[src/rtl/dclock_key_frontend_pkg.sv]
// Shared types and constants for the digital-clock button front end.
//  - mode / edit-field encodings and their advance order
//  - repeat FSM state type
//  - button bit positions inside btn_n
package dclock_key_pkg;

  localparam int NUM_BTN   = 5;
  localparam int BTN_UP    = 0;
  localparam int BTN_DOWN  = 1;  // must stay BTN_UP+1: repeat FSMs index by offset
  localparam int BTN_MODE  = 2;
  localparam int BTN_SEL   = 3;
  localparam int BTN_ALMEN = 4;

  typedef enum logic [1:0] {
    MODE_CLOCK     = 2'd0,
    MODE_ALARM     = 2'd1,
    MODE_STOPWATCH = 2'd2
  } mode_e;

  typedef enum logic [1:0] {
    EDIT_NONE = 2'd0,
    EDIT_MIN  = 2'd1,
    EDIT_HOUR = 2'd2
  } edit_e;

  typedef enum logic [1:0] {
    RPT_IDLE   = 2'd0,
    RPT_HOLD   = 2'd1,
    RPT_REPEAT = 2'd2
  } rpt_state_e;

  function automatic mode_e next_mode(input mode_e m);
    case (m)
      MODE_CLOCK: return MODE_ALARM;
      MODE_ALARM: return MODE_STOPWATCH;
      default:    return MODE_CLOCK;
    endcase
  endfunction

  function automatic edit_e next_edit(input edit_e e);
    case (e)
      EDIT_NONE: return EDIT_MIN;
      EDIT_MIN:  return EDIT_HOUR;
      default:   return EDIT_NONE;
    endcase
  endfunction

endpackage

[src/rtl/dclock_key_frontend_if.sv]
// Button/control bundle between the board, the key front end and the clock logic.
//  btn_n      raw active-low buttons [up, down, mode, sel, alarm-enable]
//  key1/key2  active-low one-cycle key pulses
//  alarm, stopwatch, remin, rehour, alarm_en  mode / edit-field levels
// master: the key front end (reads buttons, drives controls)
// slave : the board + clock logic side
interface dclock_key_if;
  import dclock_key_pkg::*;

  logic [NUM_BTN-1:0] btn_n;
  logic               key1;
  logic               key2;
  logic               alarm;
  logic               stopwatch;
  logic               remin;
  logic               rehour;
  logic               alarm_en;

  modport master (
    input  btn_n,
    output key1, key2, alarm, stopwatch, remin, rehour, alarm_en
  );

  modport slave (
    output btn_n,
    input  key1, key2, alarm, stopwatch, remin, rehour, alarm_en
  );
endinterface

[src/rtl/dclock_key_frontend_debounce.sv]
// key_debounce: one raw active-low button -> debounced level + press strobe.
//  clkkey     sampling clock
//  rst_N      async active-low reset
//  raw_n      raw button, active-low, asynchronous
//  pressed    debounced level, 1 = pressed
//  press_evt  one-cycle strobe on released->pressed
// A level change is accepted after DEB_CYCLES consecutive synchronized samples
// disagreeing with the current debounced level; any agreeing sample restarts it.
module key_debounce
  import dclock_key_pkg::*;
#(
  parameter int DEB_CYCLES = 3
) (
  input  logic clkkey,
  input  logic rst_N,
  input  logic raw_n,
  output logic pressed,
  output logic press_evt
);

  localparam int CW = $clog2(DEB_CYCLES + 1);

  logic          sync1_q, sync1_d;
  logic          sync2_q, sync2_d;
  logic          pressed_q, pressed_d;
  logic          evt_q, evt_d;
  logic [CW-1:0] cnt_q, cnt_d;

  always_comb begin
    sync1_d   = raw_n;
    sync2_d   = sync1_q;
    pressed_d = pressed_q;
    evt_d     = 1'b0;
    cnt_d     = '0;
    if (~sync2_q != pressed_q) begin
      if (cnt_q == CW'(DEB_CYCLES - 1)) begin
        pressed_d = ~pressed_q;
        evt_d     = ~pressed_q;  // strobe only on the press direction
      end else begin
        cnt_d = cnt_q + 1'b1;
      end
    end
  end

  always_ff @(posedge clkkey or negedge rst_N) begin
    if (!rst_N) begin
      sync1_q   <= 1'b1;
      sync2_q   <= 1'b1;
      pressed_q <= 1'b0;
      evt_q     <= 1'b0;
      cnt_q     <= '0;
    end else begin
      sync1_q   <= sync1_d;
      sync2_q   <= sync2_d;
      pressed_q <= pressed_d;
      evt_q     <= evt_d;
      cnt_q     <= cnt_d;
    end
  end

  assign pressed   = pressed_q;
  assign press_evt = evt_q;

endmodule

[src/rtl/dclock_key_frontend.sv]
// dclock_key_frontend: debounces the five clock buttons and holds mode state.
//  clkkey  key-sampling clock (shared with the clock logic)
//  rst_N   async active-low reset
//  kif     dclock_key_if.master: btn_n in; key1, key2, alarm, stopwatch,
//          remin, rehour, alarm_en out (all straight from flops)
// up/down each drive a repeat FSM (IDLE/HOLD/REPEAT) producing active-low key
// pulses; auto-repeat only while an edit field is selected outside stopwatch.
module dclock_key_frontend
  import dclock_key_pkg::*;
#(
  parameter int DEB_CYCLES    = 3,
  parameter int HOLD_CYCLES   = 10,
  parameter int REPEAT_CYCLES = 2
) (
  input logic          clkkey,
  input logic          rst_N,
  dclock_key_if.master kif
);

  localparam int CNT_MAX = (HOLD_CYCLES > REPEAT_CYCLES) ? HOLD_CYCLES : REPEAT_CYCLES;
  localparam int CNT_W   = $clog2(CNT_MAX);

  // ---------------- debounce, one instance per button
  logic [NUM_BTN-1:0] btn_n, pressed, press_evt;
  assign btn_n = kif.btn_n;

  key_debounce #(.DEB_CYCLES(DEB_CYCLES)) u_deb [NUM_BTN-1:0] (
    .clkkey    (clkkey),
    .rst_N     (rst_N),
    .raw_n     (btn_n),
    .pressed   (pressed),
    .press_evt (press_evt)
  );

  // mode/sel/alarm-enable act on their strobes only; their levels are spare
  logic unused_levels;
  assign unused_levels = &{1'b0, pressed[BTN_ALMEN:BTN_MODE]};

  // ---------------- mode / edit / alarm enable
  mode_e mode_q, mode_d;
  edit_e edit_q, edit_d;
  logic  alarm_q, alarm_d, stopwatch_q, stopwatch_d;
  logic  remin_q, remin_d, rehour_q, rehour_d, almen_q, almen_d;

  always_comb begin
    mode_d = mode_q;
    edit_d = edit_q;
    if (press_evt[BTN_MODE]) begin
      mode_d = next_mode(mode_q);
      edit_d = EDIT_NONE;            // mode wins; a same-edge sel is dropped
    end else if (press_evt[BTN_SEL] && mode_q != MODE_STOPWATCH) begin
      edit_d = next_edit(edit_q);
    end
    almen_d     = almen_q ^ press_evt[BTN_ALMEN];
    alarm_d     = (mode_d == MODE_ALARM);
    stopwatch_d = (mode_d == MODE_STOPWATCH);
    remin_d     = (edit_d == EDIT_MIN);
    rehour_d    = (edit_d == EDIT_HOUR);
  end

  always_ff @(posedge clkkey or negedge rst_N) begin
    if (!rst_N) begin
      mode_q      <= MODE_CLOCK;
      edit_q      <= EDIT_NONE;
      alarm_q     <= 1'b0;
      stopwatch_q <= 1'b0;
      remin_q     <= 1'b0;
      rehour_q    <= 1'b0;
      almen_q     <= 1'b0;
    end else begin
      mode_q      <= mode_d;
      edit_q      <= edit_d;
      alarm_q     <= alarm_d;
      stopwatch_q <= stopwatch_d;
      remin_q     <= remin_d;
      rehour_q    <= rehour_d;
      almen_q     <= almen_d;
    end
  end

  // ---------------- repeat FSMs: k=0 up->key1, k=1 down->key2
  logic rep_en, both_held;
  logic [1:0] key_n;
  assign rep_en    = (edit_q != EDIT_NONE) && (mode_q != MODE_STOPWATCH);
  assign both_held = pressed[BTN_UP] & pressed[BTN_DOWN];

  for (genvar k = 0; k < 2; k++) begin : g_rpt
    rpt_state_e       st_q, st_d;
    logic [CNT_W-1:0] cnt_q, cnt_d;
    logic             key_q, key_d, pulse;
    logic             held, evt, hold_done, rpt_done;

    assign held      = pressed[BTN_UP + k];
    assign evt       = press_evt[BTN_UP + k];
    assign hold_done = (cnt_q == CNT_W'(HOLD_CYCLES - 1));
    assign rpt_done  = (cnt_q == CNT_W'(REPEAT_CYCLES - 1));

    always_ff @(posedge clkkey or negedge rst_N) begin
      if (!rst_N) begin
        st_q  <= RPT_IDLE;
        cnt_q <= '0;
        key_q <= 1'b1;
      end else begin
        st_q  <= st_d;
        cnt_q <= cnt_d;
        key_q <= key_d;
      end
    end

    always_comb begin
      st_d  = st_q;
      cnt_d = cnt_q;
      if (both_held) begin
        // parked in IDLE: only a fresh press event can start it again
        st_d  = RPT_IDLE;
        cnt_d = '0;
      end else begin
        case (st_q)
          RPT_IDLE: begin
            cnt_d = '0;
            if (evt) st_d = RPT_HOLD;
          end
          RPT_HOLD: begin
            if (!held) begin
              st_d  = RPT_IDLE;
              cnt_d = '0;
            end else if (hold_done) begin
              // without repeat enable, sit here until release
              if (rep_en) begin
                st_d  = RPT_REPEAT;
                cnt_d = '0;
              end
            end else begin
              cnt_d = cnt_q + 1'b1;
            end
          end
          RPT_REPEAT: begin
            if (!held) begin
              st_d  = RPT_IDLE;
              cnt_d = '0;
            end else if (rpt_done) begin
              cnt_d = '0;
            end else begin
              cnt_d = cnt_q + 1'b1;
            end
          end
          default: begin
            st_d  = RPT_IDLE;
            cnt_d = '0;
          end
        endcase
      end
    end

    always_comb begin
      pulse = 1'b0;
      if (!both_held) begin
        case (st_q)
          RPT_IDLE:   pulse = evt;
          RPT_HOLD:   pulse = held && hold_done && rep_en;
          RPT_REPEAT: pulse = held && rpt_done;
          default:    pulse = 1'b0;
        endcase
      end
      key_d = ~pulse;
    end

    assign key_n[k] = key_q;
  end

  assign kif.key1      = key_n[0];
  assign kif.key2      = key_n[1];
  assign kif.alarm     = alarm_q;
  assign kif.stopwatch = stopwatch_q;
  assign kif.remin     = remin_q;
  assign kif.rehour    = rehour_q;
  assign kif.alarm_en  = almen_q;

endmodule
[src/flat_wrapper.sv]
// flat-port wrapper written by rule: the top's interface ports become plain ports
module dclock_key_frontend_flat import dclock_key_pkg::*;
#(
  parameter int DEB_CYCLES    = 3,
  parameter int HOLD_CYCLES   = 10,
  parameter int REPEAT_CYCLES = 2
)
  (clkkey, rst_N, kif_btn_n, kif_key1, kif_key2, kif_alarm, kif_stopwatch, kif_remin, kif_rehour, kif_alarm_en);
  dclock_key_if kif_i ();
  input logic clkkey;
  input logic rst_N;
  input wire logic [$bits(kif_i.btn_n)-1:0] kif_btn_n;
  output wire logic [$bits(kif_i.key1)-1:0] kif_key1;
  output wire logic [$bits(kif_i.key2)-1:0] kif_key2;
  output wire logic [$bits(kif_i.alarm)-1:0] kif_alarm;
  output wire logic [$bits(kif_i.stopwatch)-1:0] kif_stopwatch;
  output wire logic [$bits(kif_i.remin)-1:0] kif_remin;
  output wire logic [$bits(kif_i.rehour)-1:0] kif_rehour;
  output wire logic [$bits(kif_i.alarm_en)-1:0] kif_alarm_en;
  assign kif_i.btn_n = kif_btn_n;
  assign kif_key1 = kif_i.key1;
  assign kif_key2 = kif_i.key2;
  assign kif_alarm = kif_i.alarm;
  assign kif_stopwatch = kif_i.stopwatch;
  assign kif_remin = kif_i.remin;
  assign kif_rehour = kif_i.rehour;
  assign kif_alarm_en = kif_i.alarm_en;
  dclock_key_frontend #(.DEB_CYCLES(DEB_CYCLES), .HOLD_CYCLES(HOLD_CYCLES), .REPEAT_CYCLES(REPEAT_CYCLES)) u_core (.clkkey(clkkey), .rst_N(rst_N), .kif(kif_i));
endmodule
[config.mk]
export PLATFORM = sky130hd
export DESIGN_NAME = dclock_key_frontend_flat
export DESIGN_NICKNAME = d
export VERILOG_FILES = /design/src/rtl/dclock_key_frontend_pkg.sv /design/src/rtl/dclock_key_frontend_if.sv /design/src/rtl/dclock_key_frontend_debounce.sv /design/src/rtl/dclock_key_frontend.sv /design/src/flat_wrapper.sv
export SDC_FILE = /design/constraint.sdc
export NUM_CORES = 1
export LEC_CHECK = 0
export CORE_MARGIN = 2
export CORE_UTILIZATION = 45
export DETAILED_ROUTE_END_ITERATION = 7
export PLACE_DENSITY = 0.76
export SKIP_LAST_GASP = 1
export SYNTH_ARGS = -nofsm -noshare
export SYNTH_HDL_FRONTEND = slang
export SYNTH_SLANG_ARGS = --single-unit
[constraint.sdc]
create_clock -name clkkey -period 1.55 [get_ports clkkey]
set_input_delay 0.31 -clock clkkey [delete_from_list [all_inputs] [get_ports clkkey]]
set_output_delay 0.31 -clock clkkey [all_outputs]
set_load 0.05 [all_outputs]
==> results of run 1 <==
[metal layers]
| layer | vias to the layer above | GRT usage [%] |
|---|---|---|
| met5 | - | 0 |
| li1 | 797 | - |
| met2 | 20 | 23.9 |
| met1 | 775 | 17.3 |
| met3 | 5 | 3.81 |
| met4 | 0 | 6.55 |
[per-stage QoR]
step	area [um^2]	worst slack [ns]
finish	3030	-0.0533
global placement	2720	-0.0111
CTS	2900	-0.0581
detailed placement	2720	-0.0521
global route	3030	-0.133
floorplan	2330	-0.00460
[logic make-up (layout without fill, tap and decap cells)]
kind of cell	after synthesis	count (layout)	share of synthesized area, %
simple gates	73	73	16.5
flops	53	53	57.6
compound gates	42	42	11.9
buf+inv	15	63	2.52
fa+ha+maj	14	14	7.52
xor+xnor	5	5	1.88
mux	5	5	2.15
[power by group through the flow]
stage	combinational, mW	clock, mW	sequential [mW]
global placement	1.48	0	2.02
floorplan	0.860	0	2.15
detailed placement	1.52	0	2.03
finish	1.85	0.899	2.02
CTS	1.65	0.933	2.00
global route	2.04	0.974	2.08
[sequential cells by signal (all words and copies together), names as in the netlist]
| register | cells |
|---|---|
| u_core.g_rpt.st_q | 4 |
| u_core.kif.alarm_en | 1 |
| u_core.u_deb.sync2_q | 5 |
| u_core.kif.key2 | 1 |
| u_core.u_deb.sync1_q | 5 |
| u_core.g_rpt.cnt_q | 8 |
| u_core.u_deb.pressed | 5 |
| u_core.mode_q | 2 |
| u_core.kif.stopwatch | 1 |
| u_core.u_deb.cnt_q | 10 |
| u_core.edit_q | 2 |
| u_core.kif.remin | 1 |
| u_core.u_deb.press_evt | 5 |
| u_core.kif.key1 | 1 |
| u_core.kif.rehour | 1 |
| u_core.kif.alarm | 1 |
[worst register-to-register path, stage by stage (launching register included)]
cell     delay [ns]
dfrtp_1        0.40
inv_2          0.09
ha_2           0.21
a21oi_1        0.07
or4_4          0.55
o31ai_2        0.19
[synth_stat cells (all sizes together)]
cell    number
a2111o       1
a211o        1
a211oi      11
a21boi       1
a21oi        8
a221o        1
a22o         1
a31oi        1
and2         1
and3         1
buf          2
dfrtp       41
dfstp       12
ha          14
inv         13
mux2i        5
nand2       23
nand2b       6
nand3        3
nand3b       6
nand4b       1
nor2        10
nor2b        8
nor3         3
nor4         1
o21ai       14
o21bai       1
o22ai        1
o31ai        1
or2          7
or2b         1
or3          1
or4          1
xnor2        2
xor2         3
[path summary, 6_finish.rpt]
kind | from | to | slack [ns] | cells after the start
max in group asynchronous | rst_N | u_core.u_deb[3].sync1_q | 0.74 | 3
max reg2reg | u_core.g_rpt[1].st_q[1] | u_core.g_rpt[1].cnt_q[1] | -0.05 | 5
min | u_core.u_deb[1].sync1_q | u_core.u_deb[1].sync2_q | 0.36 | 0
min reg2reg | u_core.u_deb[1].sync1_q | u_core.u_deb[1].sync2_q | 0.36 | 0
max | u_core.g_rpt[1].st_q[1] | u_core.g_rpt[1].cnt_q[1] | -0.05 | 5
min in group asynchronous | rst_N | u_core.u_deb[4].pressed | 0.52 | 3
[area by class of cell]
cell class / count / area, um^2
Tap cell: 70 / 87.6
Multi-Input combinational cell: 139 / 1060
Inverter: 13 / 48.8
Clock inverter: 2 / 35.0
Fill cell: 386 / 2010
Clock buffer: 6 / 72.6
Sequential cell: 53 / 1340
Timing Repair Buffer: 42 / 385
[timing repair]
item,CTS,global route
gates resized for setup,8,22
buffers inserted,4,4
endpoints found under the hold margin,38,0
pin swaps,7,7
hold buffers,1,0
endpoints found under the setup margin,7,12
[layout by cell type, fill, tap and decap left out, types with 6 or more instances in the layout]
| cell | instances |
|---|---|
| a211oi_1 | 10 |
| a21oi_1 | 7 |
| buf_4 | 29 |
| dfrtp_1 | 41 |
| dfstp_2 | 12 |
| ha_1 | 6 |
| inv_1 | 8 |
| nand2_1 | 22 |
| nand3b_1 | 6 |
| nor2_1 | 10 |
| nor2b_1 | 8 |
| o21ai_0 | 12 |
| or2_2 | 6 |
==> flow_summary.toml, run 1 <==
[timing]
skew_ns = 0.00803
fin_crit_ns = 1.60
min_period_over_period_pct = 103
setup_viol = 7
fmax_mhz = 624
tightest_slew_ns = 0.350
hold_violations = 0
drv_slew = 0
tns_ns = -0.188
setup_slack_ns = -0.0533
whs_ns = 0.358
slew_headroom_pct = 76.6
rsz0062_at_grt = "true"

[worst_setup_path]
arrival_ns = 1.82
slowest_delay_ns = 0.55
path_cells = "inv_2 -> ha_2 -> a21oi_1 -> or4_4 -> o31ai_2"
required_ns = 1.76
critPathBufInv = 1
critical_path_class = "reg -> reg"
end_kind = "flip-flop"
critPathLaunchType = "flip-flop"
cp_slowest_cell = "or4_4"
path_delay_family = "simple AND/OR/NAND/NOR gates"
critPathMaxFanout = 4

[pwr]
p_switching_mw = 1.69
power.density_nw_per_um2 = 1570
power_frac_clock_pct = 18.8
swShare_pct = 35.4
p_seq_share_pct = 42.4
p_comb_share_pct = 38.7
vdd_drop_max_uv = 926
p_leak_nw = 1.35
intPower_mw = 3.08
power_mw = 4.77

[synthesis]
synth_area_um2 = 2330
yosys.area.top_type = "dfrtp_1"
synth_nets = 228
syn_avg_cell_area_um2 = 11.3
syn_inst = 207
yosysSeqAreaShare_pct = 57.6
netlist-cell-type-count = 36
yosysWarnings = 0
netlist.area_leader.share_pct = 44.0
synth_area_leaders = "dfrtp_1, dfstp_2, ha_1"
synth_seq_cells = 53

[status]
violations = "setup timing"
status = "finished with violations"

[routing]
met1_length_mm = 1.79
routedWlPerCell_um = 11.9
first_pass_iters = 4
drc = 0
vias = 1597
dr_wl_met2_mm = 1.94
totalWireLength_mm = 3.88
dr_wl_met3_um = 92
first_iter_violations = 73
dr.max_layer_used = "met4"
vias_per_cell = 4.91
final_antenna_net_count = 0

[clocking]
cts_buffers = 5
root_buffer = "clkbuf_8"
clkLatencyLatePin_ns = 0.30
clk_pin_slew_worst_paths_ns = 0.09
cts_max_level = 2
cts_tree = "yes"
cts_sinks = 53
clock_path_buffers = 2

[finish]
num-nets-final = 275
utilization_pct = 60.2
n_antenna_cell = 0
syn_to_final_growth_pct = 30.2
stdcell_count = 325
drive_gt1_share_pct = 34.5

[placement]
gp_congestion = 0.821
place_inst = 308
dp_hpwl_mm = 2.53
numPortBuffers = 13

[global_route]
grt_pass1_wl_mm = 6.71
antenna_found_initial = 0
grt_max_degree = 54
gr-total-overflow = 0
grt_usage_pct = 14.3
grt_pass1_vias = 1630

[run]
max_cap_viol_count = 0

[die]
io_pins = 14
coreArea_um2 = 5040
die_x_um = 76.0
num_rows = 26
die_h_um = 76.0
dieArea_um2 = 5770
start_util_pct = 46.2

[min_path]
min_path_type = "reg -> reg"
No activity file was read; power rests on OpenSTA's default activity.
==> run 2, diff against run 1 <==
--- a/config.mk
+++ b/config.mk
@@ -5,11 +5,13 @@
 export SDC_FILE = /design/constraint.sdc
 export NUM_CORES = 1
 export LEC_CHECK = 0
+export CAP_MARGIN = 20
 export CORE_MARGIN = 2
 export CORE_UTILIZATION = 45
 export DETAILED_ROUTE_END_ITERATION = 7
-export PLACE_DENSITY = 0.76
+export PLACE_DENSITY = 0.75
 export SKIP_LAST_GASP = 1
 export SYNTH_ARGS = -nofsm -noshare
 export SYNTH_HDL_FRONTEND = slang
+export SYNTH_HIERARCHICAL = 1
 export SYNTH_SLANG_ARGS = --single-unit
==> flow_summary.toml, run 2 <==
[worst_setup_path]
path_cells = "inv_2 -> ha_4 -> nand2_2 -> a211o_1 -> or3_4 -> o21ai_2"
critPathMaxFanout = 3
path_delay_family = "flip-flops"
ff2ff_setup_slack_ns = -0.02
end_kind = "flip-flop"
cp_slowest_cell = "dfrtp_1"
r2r_end = "u_core/g_rpt[1].cnt_q[0]"
critPathLaunchType = "flip-flop"
required_ns = 1.78
slowest_delay_ns = 0.39
reg2regPathDepth = 6
critPathBufInv = 1
r2r_start = "u_core/g_rpt[1].st_q[0]"
critical_path_class = "reg -> reg"
arrival_ns = 1.79

[status]
violations = "hold timing, setup timing"
status = "finished with violations"

[pwr]
vdd_drop_max_uv = 1240
power.density_nw_per_um2 = 1610
p_leak_nw = 1.31

[finish]
regMostFlops = "u_core/u_deb/cnt_q"
stdcell_count = 303
drive_gt1_share_pct = 39.5
largest_reg_flops = 10
utilization_pct = 58.6
most-common-layout-cells = "dfrtp_1, buf_4, dfstp_2, inv_1, nor3b_2"
reg_top3 = "u_core/u_deb/cnt_q x10, u_core/g_rpt.cnt_q x8"
fillers = 452
mostFrequentLayoutCell = "dfrtp_1"
n_antenna_cell = 0
syn_to_final_growth_pct = 24.7
num-nets-final = 252

[timing]
slew_headroom_pct = 76.6
min_period_over_period_pct = 101
rsz0062_at_grt = "true"
fmax_mhz = 638
skew_ns = 0.00750
setup_slack_ns = -0.0172
whs_ns = -0.00931
drv_slew = 0
tightest_slew_ns = 0.347
setup_viol = 3
hold_violations = 14
fin_crit_ns = 1.57

[synthesis]
syn_inst = 192
yosysWarnings = 6
yosys_most_used_dff = "dfrtp_1"
synth_nets = 212
synth_edf_count = 0
synth_commonest_cells = "dfrtp_1, inv_1, ha_1, dfstp_2, nor3b_2"
async_flop_share_pct = 100
netlist-cell-type-count = 45
syn_avg_cell_area_um2 = 12.6
synth_seq_cells = 53
netlist.area_leader.share_pct = 42.5
yosys.area.top_type = "dfrtp_1"
yosysSeqAreaShare_pct = 55.5
synth.most_common_cell = "dfrtp_1"
synth_area_leaders = "dfrtp_1, dfstp_2, ha_1"
synth_area_um2 = 2410

[routing]
vias_per_cell = 4.98
vias = 1508
drc = 0
totalWireLength_mm = 3.74
final_antenna_net_count = 0
routedWlPerCell_um = 12.3
first_pass_iters = 4
first_iter_violations = 73

[global_route]
antenna_found_initial = 0
grt_usage_pct = 14.1
gr-total-overflow = 0
grt_pass1_wl_mm = 6.69
grt_pass1_vias = 1572
grt_max_degree = 54

[clocking]
hold_buffers = 0
cts_max_level = 2
clkLatencyLatePin_ns = 0.30
clk_pin_slew_worst_paths_ns = 0.09
cts_tree = "yes"
clock_path_buffers = 2
root_buffer = "clkbuf_8"
cts_buffers = 5
cts_sinks = 53

[placement]
place_inst = 291
dp_hpwl_mm = 2.71
gp_congestion = 0.823
numPortBuffers = 13

[die]
num_rows = 26
io_pins = 14
die_h_um = 77.3
dieArea_um2 = 5970
start_util_pct = 47.0
coreArea_um2 = 5140
die_x_um = 77.3

[min_path]
min_path_type = "in -> async"

[run]
max_cap_viol_count = 0
run 2: cell count changes in the layout (fill, tap and decap cells not counted), sizes merged, moves of 5 or more:
cell,previous run,this run
nor3b,0,11
o21ai,14,8
buf,36,30
or2,7,1
a211oi,11,2
nand2b,6,1
nand2,23,9
run 2: worst max-delay path by stage:
stage / startpoint / slack (ns) / cells after the start / end
5_1_grt: u_core/g_rpt[0].cnt_q[1] / -0.10 / 6 / u_core/g_rpt[0].cnt_q[0]
6_report: u_core/g_rpt[1].st_q[0] / -0.02 / 6 / u_core/g_rpt[1].cnt_q[0]
3_3_place_gp: u_core/g_rpt[1].st_q[0] / -0.009 / 6 / u_core/g_rpt[1].cnt_q[1]
4_1_cts: u_core/g_rpt[1].st_q[0] / -0.02 / 6 / u_core/g_rpt[1].cnt_q[0]
3_5_place_dp: u_core/g_rpt[1].st_q[0] / -0.05 / 6 / u_core/g_rpt[1].cnt_q[0]
2_1_floorplan: u_core/g_rpt[1].st_q[1] / 0.02 / 6 / u_core/g_rpt[1].cnt_q[1]
run 2: power by group:
group          internal [mW]  switching (mW)  leakage, nW  total (mW)
Sequential              1.74           0.341        0.664        2.08
Combinational          0.901           0.955        0.593        1.86
Clock                  0.488           0.432       0.0558       0.921
run 2: metrics by stage:
| step | instance area (um^2) | power (mW) | setup TNS (ns) | worst slack [ns] |
|---|---|---|---|---|
| after floorplan | 2420 | 3.19 | 0 | 0.0179 |
| after global placement | 2780 | 3.73 | -0.0101 | -0.00862 |
| after detailed placement | 2780 | 3.80 | -0.166 | -0.0510 |
| after CTS | 2940 | 4.83 | -0.0296 | -0.0234 |
| after global routing | 3010 | 5.18 | -0.729 | -0.103 |
| final | 3010 | 4.86 | -0.0451 | -0.0172 |
run 2: kinds of logic (layout without fill, tap and decap cells):
logic type / Yosys count / in the layout / share of synthesized area, %
AO/OA/AOI/OAI: 29 / 29 / 8.39
XOR/XNOR: 11 / 11 / 3.99
adder cells (fa/ha/maj): 13 / 13 / 6.74
buffers and inverters: 17 / 58 / 3.00
flip-flops: 53 / 53 / 55.5
multiplexers: 10 / 10 / 4.20
AND/OR/NAND/NOR: 59 / 59 / 18.1
run 2: cell type report:
cell class | count | area [um^2] | area share, %
Timing Repair Buffer | 35 | 323 | 10.7
Tap cell | 70 | 87.6 | 2.91
Clock inverter | 2 | 38.8 | 1.29
Inverter | 15 | 56.3 | 1.87
Clock buffer | 6 | 72.6 | 2.41
Sequential cell | 53 | 1340 | 44.6
Multi-Input combinational cell | 122 | 1090 | 36.2
run 2: repair_timing:
action	in CTS	in global routing
buffers inserted	2	2
endpoints found under the setup margin	8	12
pin swaps	2	4
gates resized for setup	7	14
run 2: layer usage:
layer | GRT usage [%] | wire length (um) | vias to the layer above
met1 | 17.1 | 1690 | 744
li1 | - | - | 743
met3 | 3.65 | 100 | 4
met2 | 23.7 | 1910 | 17
met5 | 0 | 0 | -
met4 | 5.89 | 45 | 0
==> run 3, diff against run 2 <==
--- a/config.mk
+++ b/config.mk
@@ -9,8 +9,9 @@
 export CORE_MARGIN = 2
 export CORE_UTILIZATION = 45
 export DETAILED_ROUTE_END_ITERATION = 7
-export PLACE_DENSITY = 0.75
+export PLACE_DENSITY = 0.76
 export SKIP_LAST_GASP = 1
+export SLEW_MARGIN = 0
 export SYNTH_ARGS = -nofsm -noshare
 export SYNTH_HDL_FRONTEND = slang
 export SYNTH_HIERARCHICAL = 1
==> flow_summary.toml, run 3 (synthesized netlist as in run 2, its figures left out) <==
[finish]
syn_to_final_growth_pct = 26.8
largest_reg_flops = 10
regMostFlops = "u_core/u_deb/cnt_q"
num-nets-final = 253
mostFrequentLayoutCell = "dfrtp_1"
multi_input_area_um2 = 1110
drive_gt1_share_pct = 40.6
seqCellArea_um2 = 1340
utilization_pct = 59.6
n_antenna_cell = 0
reg_top3 = "u_core/u_deb/cnt_q x10, u_core/g_rpt.cnt_q x8"
stdcell_count = 304
fillers = 427
most-common-layout-cells = "dfrtp_1, buf_4, dfstp_2, nor3b_2"

[timing]
rsz0062_at_grt = "true"
whs_ns = 0.361
tightest_slew_ns = 0.429
min_period_over_period_pct = 103
fin_crit_ns = 1.59
fmax_mhz = 629
hold_violations = 0
setup_viol = 4
setup_slack_ns = -0.0408
slew_headroom_pct = 71.4
drv_slew = 0
skew_ns = 0.00275

[global_route]
grt_usage_pct = 14.8
grt_max_degree = 54
grt_pass1_vias = 1566
antenna_found_initial = 0
gr-total-overflow = 0
grt_pass1_wl_mm = 7.02

[placement]
dp_hpwl_mm = 2.78
place_inst = 288
preCtsSetupSlack_ns = -0.0520
gp_congestion = 0.837
numPortBuffers = 13

[pwr]
swShare_pct = 35.2
intPower_mw = 3.27
p_seq_share_pct = 42.3
p_comb_share_pct = 36.0
power_frac_clock_pct = 21.8
p_leak_nw = 1.33
p_switching_mw = 1.78
vdd_drop_max_uv = 1350
power.density_nw_per_um2 = 1650
power_mw = 5.05

[worst_setup_path]
critical_path_class = "reg -> reg"
path_cells = "inv_2 -> ha_4 -> nand3b_1 -> nor3_2 -> a31oi_1 -> a211o_1"
critPathLaunchType = "flip-flop"
end_kind = "flip-flop"
cp_slowest_cell = "dfrtp_1"
reg2regPathDepth = 6
r2r_start = "u_core/g_rpt[1].cnt_q[1]"
critPathMaxFanout = 4
arrival_ns = 1.83
ff2ff_setup_slack_ns = -0.04
slowest_delay_ns = 0.40
required_ns = 1.78
r2r_end = "u_core/kif.key2"

[min_path]
hold-path-endpoint = "u_core/u_deb[4]/sync2_q"
min_path_type = "reg -> reg"
whs_path_depth = 0
worstHoldStart = "u_core/u_deb[4]/sync1_q"

[die]
die_h_um = 77.3
dieArea_um2 = 5970
die_x_um = 77.3
io_pins = 14
num_rows = 26
start_util_pct = 47.0
coreArea_um2 = 5140

[routing]
vias = 1550
drc = 0
final_antenna_net_count = 0
first_pass_iters = 4
totalWireLength_mm = 4.18
first_iter_violations = 81
routedWlPerCell_um = 13.7
vias_per_cell = 5.10

[clocking]
cts_tree = "yes"
clkLatencyLatePin_ns = 0.30
cts_max_level = 2
clk_pin_slew_worst_paths_ns = 0.09
cts_sinks = 53
clock_path_buffers = 2
cts_buffers = 5
root_buffer = "clkbuf_8"

[run]
max_cap_viol_count = 0

[status]
status = "finished with violations"
violations = "setup timing"
run 3: cell types whose count changed in the layout (fill, tap and decap cells not counted), moves of 2 or more:
cell     change
inv_2        +2
o21ai_0      -2
inv_1        -2
o21ai_1      +2
run 3: routing by layer:
layer	share of wire [%]	up-vias	global-route usage [%]	routed length (um)
met5	0	-	0	0
met4	1.6	0	6.43	65
met3	3.0	5	3.65	125
met2	52	24	24.0	2160
met1	44	782	18.9	1830
li1	-	739	-	-
run 3: how the worst max path moves through the flow:
stage,startpoint,end,slack (ns)
2_1_floorplan,u_core/g_rpt[1].st_q[1],u_core/g_rpt[1].cnt_q[1],0.02
3_3_place_gp,u_core/g_rpt[1].st_q[0],u_core/g_rpt[1].cnt_q[1],-0.002
3_5_place_dp,u_core/g_rpt[0].st_q[0],u_core/g_rpt[0].cnt_q[0],-0.05
4_1_cts,u_core/g_rpt[1].cnt_q[0],u_core/g_rpt[1].cnt_q[0],-0.03
5_1_grt,u_core/g_rpt[1].cnt_q[1],u_core/kif.key2,-0.12
6_report,u_core/g_rpt[1].cnt_q[1],u_core/kif.key2,-0.04
run 3: through the flow:
stage,setup TNS [ns],instance area (um^2)
final,-0.0512,3060
after global routing,-0.565,3060
after CTS,-0.0284,3000
after detailed placement,-0.184,2760
after global placement,-0.00214,2760
after floorplan,0,2420
run 3: final cells by class:
cell class	count	area share, %
Tap cell	70	2.86
Multi-Input combinational cell	122	36.2
Sequential cell	53	43.8
Clock inverter	3	2.25
Timing Repair Buffer	36	10.9
Clock buffer	5	2.25
Inverter	15	1.84
run 3: what timing repair did:
item,in CTS,in global routing
hold buffers,1,0
resized for setup,10,17
endpoints found under the hold margin,38,0
setup endpoints to repair,8,13
pin swaps,5,5
setup buffers,5,2
run 3: power by group through the flow:
stage                     Sequential [mW]  Clock, mW  Combinational, mW
after floorplan                      2.24          0              0.947
after global routing                 2.19       1.19               1.98
after CTS                            2.11       1.12               1.74
after detailed placement             2.13          0               1.61
final                                2.13       1.10               1.82
after global placement               2.11          0               1.55
run 3: worst max-delay path, delay by kind of cell, from the launching register on:
| family | cells | cell delay (ns) |
|---|---|---|
| flip-flops | 1 | 0.40 |
| AO/OA/AOI/OAI | 2 | 0.40 |
| buffers and inverters | 1 | 0.08 |
| adder cells (fa/ha/maj) | 1 | 0.13 |
| AND/OR/NAND/NOR | 2 | 0.50 |
